<file path="config.mk">
export PLATFORM = sky130hd
export DESIGN_NAME = rns_mac_32_17_13_11
export DESIGN_NICKNAME = d
export VERILOG_FILES = /design/src/rtl/rns_mac_32_17_13_11.sv
export SDC_FILE = /design/constraint.sdc
export NUM_CORES = 1
export LEC_CHECK = 0
export BUFFER_PORTS_ARGS = -buffer_cell sky130_fd_sc_hd__clkbuf_2
export CAP_MARGIN = 10
export CORE_ASPECT_RATIO = 0.5
export CORE_MARGIN = 2
export CORE_UTILIZATION = 34
export CTS_CLUSTER_DIAMETER = 30
export DETAILED_ROUTE_END_ITERATION = 6
export PLACE_DENSITY = 0.49
export SETUP_SLACK_MARGIN = 0.02
export SLEW_MARGIN = 20
export SYNTH_ARGS = -nofsm -noshare
export SYNTH_HDL_FRONTEND = slang
export SYNTH_SLANG_ARGS = --single-unit
</file>
<file path="constraint.sdc">
create_clock -name clk -period 12.5 [get_ports clk]
set_input_delay 0.625 -clock clk [delete_from_list [all_inputs] [get_ports clk]]
set_output_delay 0.625 -clock clk [all_outputs]
set_load 0.01 [all_outputs]
</file>
<file path="src/rtl/rns_mac_32_17_13_11.sv">
// Residue-domain multiply-accumulate over moduli (32,17,13,11): a three-stage per-channel
// pipeline (product, reduce, accumulate) with a burst FSM and a valid/ready result port.
module rns_mac_32_17_13_11 #(
   parameter int unsigned MOD_1     = 32,
   parameter int unsigned MOD_1_K   = 5,
   parameter int unsigned MOD_2     = 17,
   parameter int unsigned MOD_3     = 13,
   parameter int unsigned MOD_4     = 11,
   parameter int unsigned MAX_MOD   = 5,
   parameter int unsigned MAX_TERMS = 255
) (
   input  logic               clk,
   input  logic               reset,
   input  logic [MAX_MOD-1:0] a0,
   input  logic [MAX_MOD-1:0] a1,
   input  logic [MAX_MOD-1:0] a2,
   input  logic [MAX_MOD-1:0] a3,
   input  logic [MAX_MOD-1:0] b0,
   input  logic [MAX_MOD-1:0] b1,
   input  logic [MAX_MOD-1:0] b2,
   input  logic [MAX_MOD-1:0] b3,
   input  logic               in_valid,
   input  logic               in_last,
   output logic               in_ready,
   output logic [MAX_MOD-1:0] y0,
   output logic [MAX_MOD-1:0] y1,
   output logic [MAX_MOD-1:0] y2,
   output logic [MAX_MOD-1:0] y3,
   output logic               out_valid,
   input  logic               out_ready,
   output logic               err
);

   localparam int unsigned PW = 2 * MAX_MOD;

   typedef enum logic [1:0] {StAcc, StDrain, StHold} state_e;

   state_e             r_state, w_state_d;
   logic [MAX_MOD-1:0] w_a   [4];
   logic [MAX_MOD-1:0] w_b   [4];
   logic [MAX_MOD-1:0] w_acc [4];
   logic [3:0]         w_oor;
   logic               r_v1, r_v2, r_l1, r_l2, r_err;
   logic [7:0]         r_cnt;
   logic               w_accept, w_last, w_done, w_clear;

   assign w_a[0] = a0;
   assign w_a[1] = a1;
   assign w_a[2] = a2;
   assign w_a[3] = a3;
   assign w_b[0] = b0;
   assign w_b[1] = b1;
   assign w_b[2] = b2;
   assign w_b[3] = b3;

   assign in_ready  = (r_state == StAcc) && !reset;
   assign out_valid = (r_state == StHold);
   assign w_accept  = in_valid && in_ready;
   // The MAX_TERMS-th accepted term closes the burst even without in_last.
   assign w_last    = in_last || (r_cnt == 8'(MAX_TERMS - 1));
   assign w_done    = r_v2 && r_l2;
   assign w_clear   = out_valid && out_ready;
   assign err       = r_err;
   assign y0        = w_acc[0];
   assign y1        = w_acc[1];
   assign y2        = w_acc[2];
   assign y3        = w_acc[3];

   always_comb begin
      w_state_d = r_state;
      unique case (r_state)
         StAcc:   if (w_accept && w_last) w_state_d = StDrain;
         StDrain: if (w_done) w_state_d = StHold;
         StHold:  if (out_ready) w_state_d = StAcc;
         default: w_state_d = StAcc;
      endcase
   end

   always_ff @(posedge clk) begin
      if (reset) begin
         r_state <= StAcc;
         r_v1    <= 1'b0;
         r_v2    <= 1'b0;
         r_l1    <= 1'b0;
         r_l2    <= 1'b0;
         r_cnt   <= '0;
         r_err   <= 1'b0;
      end else begin
         r_state <= w_state_d;
         r_v1    <= w_accept;
         r_l1    <= w_accept && w_last;
         r_v2    <= r_v1;
         r_l2    <= r_v1 && r_l1;
         if (w_clear) begin
            r_cnt <= '0;
         end else if (w_accept) begin
            r_cnt <= r_cnt + 8'd1;
         end
         if (w_accept && (|w_oor)) begin
            r_err <= 1'b1;
         end
      end
   end

   for (genvar g = 0; g < 4; g++) begin : g_ch
      localparam int unsigned MI = (g == 0) ? MOD_1 : (g == 1) ? MOD_2 :
                                   (g == 2) ? MOD_3 : MOD_4;
      localparam logic [MAX_MOD:0] M = (MAX_MOD + 1)'(MI);

      logic [PW-1:0]      r_p;
      logic [MAX_MOD-1:0] r_r, r_acc, w_red;
      logic [MAX_MOD:0]   w_sum;

      if (g == 0) begin : g_trunc
         assign w_red = MAX_MOD'(MOD_1_K'(r_p));
      end else begin : g_rem
         assign w_red = MAX_MOD'(r_p % PW'(MI));
      end

      assign w_sum    = {1'b0, r_acc} + {1'b0, r_r};
      assign w_oor[g] = ({1'b0, w_a[g]} >= M) || ({1'b0, w_b[g]} >= M);
      assign w_acc[g] = r_acc;

      always_ff @(posedge clk) begin
         if (reset) begin
            r_p   <= '0;
            r_r   <= '0;
            r_acc <= '0;
         end else begin
            if (w_accept) begin
               r_p <= PW'(w_a[g]) * PW'(w_b[g]);
            end
            if (r_v1) begin
               r_r <= w_red;
            end
            // Both addends are below M, so one conditional subtract keeps acc in range.
            if (r_v2) begin
               r_acc <= (w_sum >= M) ? MAX_MOD'(w_sum - M) : MAX_MOD'(w_sum);
            end else if (w_clear) begin
               r_acc <= '0;
            end
         end
      end
   end

endmodule
</file>
Yosys cells after proc, flatten, opt, wreduce, memory -nomap -nowiden
Index checks and enable logic that the tools add are counted.
{"block": "totals", "input_bits": 45, "reg_bits": 90, "wordCells": 81, "output_inout_bits": 23}
{"block": "classes", "mul": 4, "eq_ne": 6, "n_mux": 13, "n_reduce_logical": 17, "addsub": 9, "n_div": 3, "n_lt_le_gt_ge": 10}
{"operator": "$mux 5", "n": 9}
{"operator": "$mul 5x5->10", "n": 3}
{"operator": "$add 5x5->6", "n": 4}
{"operator": "$ge 5x4->1 const B", "n": 4}
{"operator": "$mod 10x4->10 const B", "n": 2}
{"operator": "$ge 6x4->1 const B", "n": 2}
{"operator": "$ge 5x5->1 const B", "n": 2}
{"operator": "$mod 10x5->10 const B", "n": 1}
{"operator": "$sub 5x4->5 const B", "n": 2}
{"operator": "$add 8x1->8 const B", "n": 1}
{"operator": "$eq 8x8->1 const B", "n": 1}
{"operator": "$logic_and 1x1->1", "n": 7}
{"operator": "$ge 6x5->1 const B", "n": 1}
{"operator": "$ge 6x6->1 const B", "n": 1}
{"operator": "$mux 2", "n": 3}
{"operator": "$pmux 2 s3", "n": 1}
{"operator": "$mul 5x5->5", "n": 1}
{"operator": "$sub 5x1->5 const B", "n": 1}
{"operator": "$sub 5x5->5 const B", "n": 1}
{"operator": "$logic_or 1x1->1", "n": 4}
{"operator": "$ne 2x1->1 const B", "n": 2}
{"operator": "$reduce_and 3->1", "n": 1}
{"operator": "$reduce_or 3->1", "n": 1}
{"operator": "$eq 2x1->1 const B", "n": 1}
{"operator": "other kinds (6)", "n": 6}

Depth between registers and ports, before layout
Gate-level depths: netlist of run 1.
{"block": "logic_depth", "ltp_word": 6, "mapped_depth": 22, "depth_no_buf": 19}

Least setup slack after synthesis of run 1
No wires, ideal clock.
{"block": "synth_path", "path_type": "register to register", "start": "register g_ch[2].r_p[8]", "end": "register g_ch[2].r_r[1]", "synth_period_minus_slack_ps": 4440, "setup_time_ps": 79, "path_buffers": 2, "t_required_ps": 12421, "setup_slack_ps": 8060, "arrival_time_ps": 4361, "path_stages_with_launch": 21, "path_cell_list": "dfxtp_1 -> buf_2 -> buf_4 -> nor4b_1 -> a211oi_2 -> a21boi_2 -> o311ai_4 -> xnor2_1 -> a2111oi_4 -> inv_1 -> ha_1 -> a21oi_1 -> o21ai_1 -> nand2_1 -> xnor2_1 -> ha_1 -> nor2b_1 -> o21ai_0 -> a21oi_2 -> mux2_4 -> a211oi_2"}
{"block": "synth_between", "elab_chain_len": 1}
{"element": "start: declaration", "line": "110", "text": "logic [PW-1:0] r_p;"}
{"element": "start signal: assignment", "line": "131", "text": "r_p <= PW'(w_a[g]) * PW'(w_b[g]);"}
{"element": "$mod 10x4->10", "line": "117", "text": "assign w_red = MAX_MOD'(r_p % PW'(MI));"}
{"element": "end signal: assignment", "line": "134", "text": "r_r <= w_red;"}
{"element": "end: declaration", "line": "111", "text": "logic [MAX_MOD-1:0] r_r, r_acc, w_red;"}
Every way passes these cells.
A chain may end at the register's enable or synchronous reset.

Worst setup path after layout of run 1
{"block": "layout_path", "start": "register g_ch[2].r_p[7]", "end": "register g_ch[2].r_r[1]"}
The elaborated chain is that of the path after synthesis.

==> results of run 1 <==
area by class of cell:
type,instances,area (um^2),area share (%)
clock inverters,5,36.28,0.3250
repair buffers,73,380.4,3.407
multi-input cells,1080,7885,70.63
inverters,85,319.1,2.858
clock buffers,11,242.7,2.174
well taps,399,499.2,4.472
flip-flops and latches,90,1802,16.14
power by group:
part | switching, mW | total, mW | leakage [nW] | internal (mW)
sequential | 0.0716 | 0.391 | 0.734 | 0.320
clock | 0.126 | 0.267 | 0.140 | 0.141
combinational | 0.641 | 1.08 | 3.97 | 0.444
per-stage QoR:
stage	instances	hold WS (ns)	util (%)
floorplan	1323	0.4316	-
CTS	1743	0.4546	37.06
detailed placement	1727	0.4457	36.14
global route	1743	0.4987	37.06
finish	1743	0.4514	37.06
global placement	1727	0.4460	36.14
logic make-up (layout without fill, tap and decap cells):
family                     count (synthesis)  after routing  share of synthesized area (%)
xor gates and xnor gates                  63             63                          5.334
AOI/OAI and AO/OA                        388            388                          27.00
and+or+nand+nor                          482            482                          23.92
DFF                                       90             90                          17.42
buffers and inverters                    153            174                          6.362
adders and majority gates                130            130                          18.09
muxes                                     17             17                          1.875
final timing paths:
| path | startpoint | end | depth (start not counted) | slack [ns] |
|---|---|---|---|---|
| worst max register to register | g_ch[2].r_p[7]$_SDFFE_PP0P_ | g_ch[2].r_r[1]$_SDFFE_PP0P_ | 18 | 7.13 |
| worst max-delay path | g_ch[2].r_p[7]$_SDFFE_PP0P_ | g_ch[2].r_r[1]$_SDFFE_PP0P_ | 18 | 7.13 |
| worst min-delay path | g_ch[0].r_p[0]$_SDFFE_PP0P_ | g_ch[0].r_p[0]$_SDFFE_PP0P_ | 2 | 0.45 |
| worst min register to register | g_ch[0].r_p[0]$_SDFFE_PP0P_ | g_ch[0].r_p[0]$_SDFFE_PP0P_ | 2 | 0.45 |
critical path, cell delays in order (launching register included):
cell and delay, ns:
sky130_fd_sc_hd__dfxtp_1 0.75, sky130_fd_sc_hd__nor2b_4 0.27, sky130_fd_sc_hd__a2111oi_1 0.08, sky130_fd_sc_hd__or4_4 0.58, sky130_fd_sc_hd__nand2_1 0.37, sky130_fd_sc_hd__o32ai_2 0.19, sky130_fd_sc_hd__a2111oi_4 0.49, sky130_fd_sc_hd__inv_1 0.17
sky130_fd_sc_hd__ha_1 0.26, sky130_fd_sc_hd__a21oi_1 0.28, sky130_fd_sc_hd__o21ai_1 0.21, sky130_fd_sc_hd__nand2_1 0.13, sky130_fd_sc_hd__xnor2_1 0.17, sky130_fd_sc_hd__ha_1 0.25, sky130_fd_sc_hd__nor2b_1 0.14, sky130_fd_sc_hd__o21ai_0 0.12
sky130_fd_sc_hd__a21oi_2 0.30, sky130_fd_sc_hd__mux2_4 0.34, sky130_fd_sc_hd__a211oi_2 0.20
flip-flops by register name (all words and copies together) (netlist names):
| signal | cells |
|---|---|
| err | 1 |
| g_ch.r_p | 35 |
| g_ch.r_r | 20 |
| r_cnt | 8 |
| r_l1 | 1 |
| r_l2 | 1 |
| r_state | 2 |
| r_v1 | 1 |
| r_v2 | 1 |
| y0 | 5 |
| y1 | 5 |
| y2 | 5 |
| y3 | 5 |
cells in the mapped netlist, drive strengths merged (6+ instances only):
library cell  instances
or3                   8
nor3b                 7
nand3b                9
fa                   33
a21o                 38
nand4                13
o21bai                8
o21ai                68
o21a                  7
nor2                 95
and2                 55
nand2               127
nor4                  8
a21boi                6
clkbuf               32
or2                  11
o211ai               21
a221oi                6
nand3                45
a22oi                21
xor2                 23
buf                  36
o31ai                20
nor2b                21
mux2i                10
mux2                  6
o22ai                11
ha                   96
a211oi               26
and3                 11
and3b                 7
xnor2                40
dfxtp                90
nand2b               15
a21oi                74
inv                  83
nor3                 33
a31oi                 7
routing by layer:
layer | up-vias | share of wire (%) | global-route usage [%]
met2 | 144 | 46 | 28.73
met1 | 4557 | 49 | 23.09
met3 | 38 | 2.8 | 2.649
met4 | 0 | 2.0 | 5.389
met5 | - | 0 | 0
li1 | 4847 | - | -
==> flow_metrics.tcl, run 1 <==
set metrics [dict create \
    outcome "complete, no violations" \
    detailedRoute.firstIterationViolations 602 \
    synth_seq_area_share_pct 17.42 \
    synth.top_cells.by_area "sky130_fd_sc_hd__dfxtp_1 (17%), sky130_fd_sc_hd__ha_1 (12%), sky130_fd_sc_hd__fa_1 (6.4%), sky130_fd_sc_hd__nand2_1 (4.6%), sky130_fd_sc_hd__a21oi_1 (3.4%)" \
    insertedDiodeCount 0 \
    syn_inst 1323 \
    cellPowerDensity_nw_per_um2 156.1 \
    ys.flop_type "sky130_fd_sc_hd__dfxtp_1" \
    critical_path_class "reg -> reg" \
    layout.cells.most_common_list "sky130_fd_sc_hd__nand2_1 (127), sky130_fd_sc_hd__ha_1 (96), sky130_fd_sc_hd__nor2_1 (94)" \
    worst_clock_skew_ns 0.009421 \
    critical_path.max_fanout 23 \
    n_fill_cell 3155 \
    preCtsSetupSlack_ns 7.209 \
    p_leak_nw 4.843 \
    drt-total-wl_mm 26.72 \
    drc 0 \
    post_route_cells_drive_above_1_share_pct 10.04 \
    ios 68 \
    yosysTopAreaCellShare_pct 17.42 \
    drv.max_cap_violation_count 0 \
    rsz_0062_raised_after_global_routing "no" \
    die_x_um 250.7 \
    clock_sinks 90 \
    post_placement_cell_area_um2 10890 \
    vias_per_inst 5.500 \
    timing_max_transition_violations_final 0 \
    tightestPinTransition_ns 0.9443 \
    hold_buffers 0 \
    groute.usage.overall_pct 17.25 \
    post-cts-setup-buffers 0 \
    worstPathArrival_ns 5.66 \
    area_growth_pct 7.923 \
    synth_enable_flop_cells 0 \
    end_kind "register" \
    critical_path.startpoint_type "register" \
    setup_viol 0 \
    drt_first_pass_iters 5 \
    dp.final_hpwl_mm 20.29 \
    floorplan.initialDensity_pct 34.34 \
    peak_supply_drop_v 0.00006694 \
    min_period_ns 5.370 \
    cts.path.max_buffers 2 \
    finalHoldViolations 0 \
    share_of_synthesized_flip_flops_with_an_asynchronous_set_or_reset_pct 0 \
    syn-num-nets 1497 \
    cts_inserted_buffers 9 \
    headroom_to_the_max_slew_limit_pct 36.96 \
    die_area_um2 31920 \
    cell_taking_the_most_area_after_synthesis "sky130_fd_sc_hd__dfxtp_1" \
    clk_root_buffer_cell "sky130_fd_sc_hd__clkbuf_16" \
    worstHoldPathType "reg -> reg" \
    first_pass_grt_wire_length_mm 45.91 \
    antenna_found_initial 0 \
    power.total_mw 1.743 \
    maxClockFrequency_ghz 0.1862 \
    clk_latency_ns 0.37 \
    placement.io_buffers 67 \
    design.core.area_um2 30120 \
    syn_area_per_cell_um2 7.819 \
    synthesis.yosys.warnings 0 \
    design.final.nets 1513 \
    finalInstanceArea_um2 11160 \
    mappedNetlistArea_um2 10340 \
    htree_levels 3 \
    synth_cell_types 99 \
    dr_total_vias 9586 \
    worst_setup_hold_path_clk_slew_ns 0.07 \
    ctsResizeCount 0 \
    grt_start_max_net_pins 53 \
    number_of_global_route_vias_before_repair 9365 \
    globalRouteOverflowTotal 0 \
    routabilityCongestion 0.8578 \
    required_ns 12.79 \
    final_common_cell "sky130_fd_sc_hd__nand2_1" \
    min_period_over_period_pct 42.96 \
    die-height_um 127.3 \
    yosys_register_bits 90 \
    route.detailed.wl_per_inst_um 15.33 \
    cts_tree "done" \
    setup_ws_ns 7.130 \
    fin_setup_tns_ns 0 \
    antenna_left 0 \
    rows 45 \
]
No activity file was read; power rests on OpenSTA's default activity.
==> run 2: changes to the inputs <==
- PLACE_DENSITY: 0.49 -> 0.51
- clock period: 12.5 -> 4.6 ns (I/O delays scaled with it)
==> run 2 against run 1 <==
Net effect:
- fmax is 25% higher
- largest cell class unchanged
- total power increased to 3.0 times the previous value
- clock skew increased by 0.0019 ns
- clock power grew to 3.0 times the previous value
- non-clock buffer count up 69
- sequential share of layout area fell by 0.88 points
- combinational power grew to 3.2 times the previous value
==> flow_metrics.tcl, run 2 (synthesis gave the netlist of run 1 again) <==
set metrics [dict create \
    outcome "complete, no violations" \
    insertedDiodeCount 0 \
    finalHoldViolations 0 \
    peak_supply_drop_v 0.0001694 \
    worstHoldPathType "in -> reg" \
    setup_ws_ns 0.2919 \
    placement.io_buffers 67 \
    area_growth_pct 15.24 \
    hold_buffers 0 \
    top_register "g_ch.r_p" \
    critical_path.max_fanout 9 \
    clk_latency_ns 0.36 \
    first_pass_grt_wire_length_mm 46.34 \
    ios 68 \
    cellPowerDensity_nw_per_um2 445.2 \
    cp_slowest_cell "sky130_fd_sc_hd__or3b_2" \
    routabilityCongestion 0.8770 \
    grt_start_max_net_pins 46 \
    vias_per_inst 5.505 \
    die_area_um2 31920 \
    critical_path_class "reg -> reg" \
    tightestPinTransition_ns 0.9934 \
    clock_sinks 90 \
    drt-total-wl_mm 27.31 \
    hold-path-endpoint "r_l1$_SDFF_PP0_" \
    top_regs "g_ch.r_p x35, g_ch.r_r x20, r_cnt x8" \
    cts_tree "done" \
    cts.path.max_buffers 2 \
    worst_clock_skew_ns 0.01130 \
    ff2ff_path_depth 18 \
    preCtsSetupSlack_ns 0.08443 \
    end_kind "register" \
    n_fill_cell 3085 \
    final_common_cell "sky130_fd_sc_hd__nand2_1" \
    design.final.nets 1582 \
    timing_max_transition_violations_final 0 \
    critical_path.startpoint_type "register" \
    globalRouteOverflowTotal 0 \
    worst_r2r_startpoint "g_ch[3].r_p[6]$_SDFFE_PP0P_" \
    worst_r2r_endpoint "g_ch[3].r_r[3]$_SDFFE_PP0P_" \
    drv.max_cap_violation_count 0 \
    rows 45 \
    required_ns 4.87 \
    p_leak_nw 5.222 \
    worstPathArrival_ns 4.58 \
    worst_setup_hold_path_clk_slew_ns 0.07 \
    drt_first_pass_iters 5 \
    min_path_cells 3 \
    layout.cells.most_common_list "sky130_fd_sc_hd__nand2_1 (127), sky130_fd_sc_hd__nor2_1 (91), sky130_fd_sc_hd__ha_1 (91)" \
    largest_incremental_delay_on_the_critical_path_ns 0.48 \
    min_period_over_period_pct 93.65 \
    fin_setup_tns_ns 0 \
    worst-path-buf-inv 2 \
    reg2reg_setup_slack_ns 0.29 \
    worstSetupPathDepth 18 \
    antenna_found_initial 0 \
    drc 0 \
    groute.usage.overall_pct 17.36 \
    min_period_ns 4.308 \
    post_route_cells_drive_above_1_share_pct 17.35 \
    antenna_left 0 \
    cts_inserted_buffers 9 \
    maxClockFrequency_ghz 0.2321 \
    number_of_global_route_vias_before_repair 9724 \
    design.core.area_um2 30120 \
    dr_total_vias 9969 \
    die-height_um 127.3 \
    largest_reg_flops 35 \
    dp.final_hpwl_mm 21.14 \
    rsz_0062_raised_after_global_routing "no" \
    htree_levels 3 \
    setup_viol 0 \
    clk_root_buffer_cell "sky130_fd_sc_hd__clkbuf_16" \
    route.detailed.wl_per_inst_um 15.08 \
    crit_family "simple AND/OR/NAND/NOR gates" \
    die_x_um 250.7 \
    floorplan.initialDensity_pct 34.34 \
    headroom_to_the_max_slew_limit_pct 32.93 \
    crit_chain "buf_4, or2_2, o31a_1, o211ai_1, and2_4, a31oi_1, a32oi_2, nor2_1, ha_2, or2_2, o32a_1, and2_1, nor2_1, buf_4, xnor2_1, a21oi_1, or3b_2, a311oi_2" \
    detailedRoute.firstIterationViolations 713 \
    min_from "in_last" \
    cp-startpoint "g_ch[3].r_p[6]$_SDFFE_PP0P_" \
]
run 2: how the worst max path moves through the flow:
stage / end
4_1_cts: g_ch[3].r_r[0]$_SDFFE_PP0P_
6_report: g_ch[3].r_r[3]$_SDFFE_PP0P_
5_1_grt: g_ch[1].r_r[3]$_SDFFE_PP0P_
3_5_place_dp: g_ch[3].r_r[0]$_SDFFE_PP0P_
2_1_floorplan: g_ch[2].r_r[1]$_SDFFE_PP0P_
3_3_place_gp: g_ch[3].r_r[0]$_SDFFE_PP0P_
run 2: per-layer routing:
| metal | GRT usage, % | wire length (um) | vias up |
|---|---|---|---|
| met2 | 30.33 | 12970 | 142 |
| met5 | 0 | 0 | - |
| met3 | 2.852 | 816 | 25 |
| met4 | 3.522 | 284 | 0 |
| li1 | - | - | 4983 |
| met1 | 22.72 | 13230 | 4819 |
run 2: layout make-up:
cell class / instances / area (um^2) / share of cell area [%]
multi-input combinational: 1080 / 8064 / 67.64
sequential: 90 / 1819 / 15.26
timing repair buffer: 142 / 910.9 / 7.641
tap: 399 / 499.2 / 4.188
inverter: 85 / 319.1 / 2.676
clock buffer: 11 / 232.7 / 1.952
clock inverter: 4 / 76.32 / 0.6402
run 2: worst reg2reg max path, delay by kind of cell (launching register included):
family,cells,cell delay (ns)
flip-flops,1,0.38
AND/OR/NAND/NOR,7,1.73
XOR/XNOR,1,0.13
adder cells (fa/ha/maj),1,0.20
buffers and inverters,2,0.28
AO/OA/AOI/OAI,7,1.50
run 2: report_power, final:
part / switching (mW) / leakage (nW) / internal [mW] / total (mW)
Clock: 0.324 / 0.146 / 0.476 / 0.800
Combinational: 1.92 / 4.34 / 1.57 / 3.49
Sequential: 0.144 / 0.739 / 0.874 / 1.02
run 2: repair_timing:
action / CTS / global route
buffers inserted: 0 / 4
setup endpoints to repair: 0 / 14
gates resized for setup: 0 / 51
run 2: per-stage QoR:
stage               total power [mW]  utilization [%]  cells  instance area (um^2)  hold slack, ns
floorplan                      3.437                -   1323                 10340          0.3819
global placement               4.329            37.80   1792                 11390          0.4499
detailed placement             4.348            37.80   1792                 11390          0.4570
CTS                            5.180            38.82   1807                 11700          0.1377
global route                   5.796            39.58   1811                 11920          0.1542
finish                         5.307            39.58   1811                 11920          0.1481
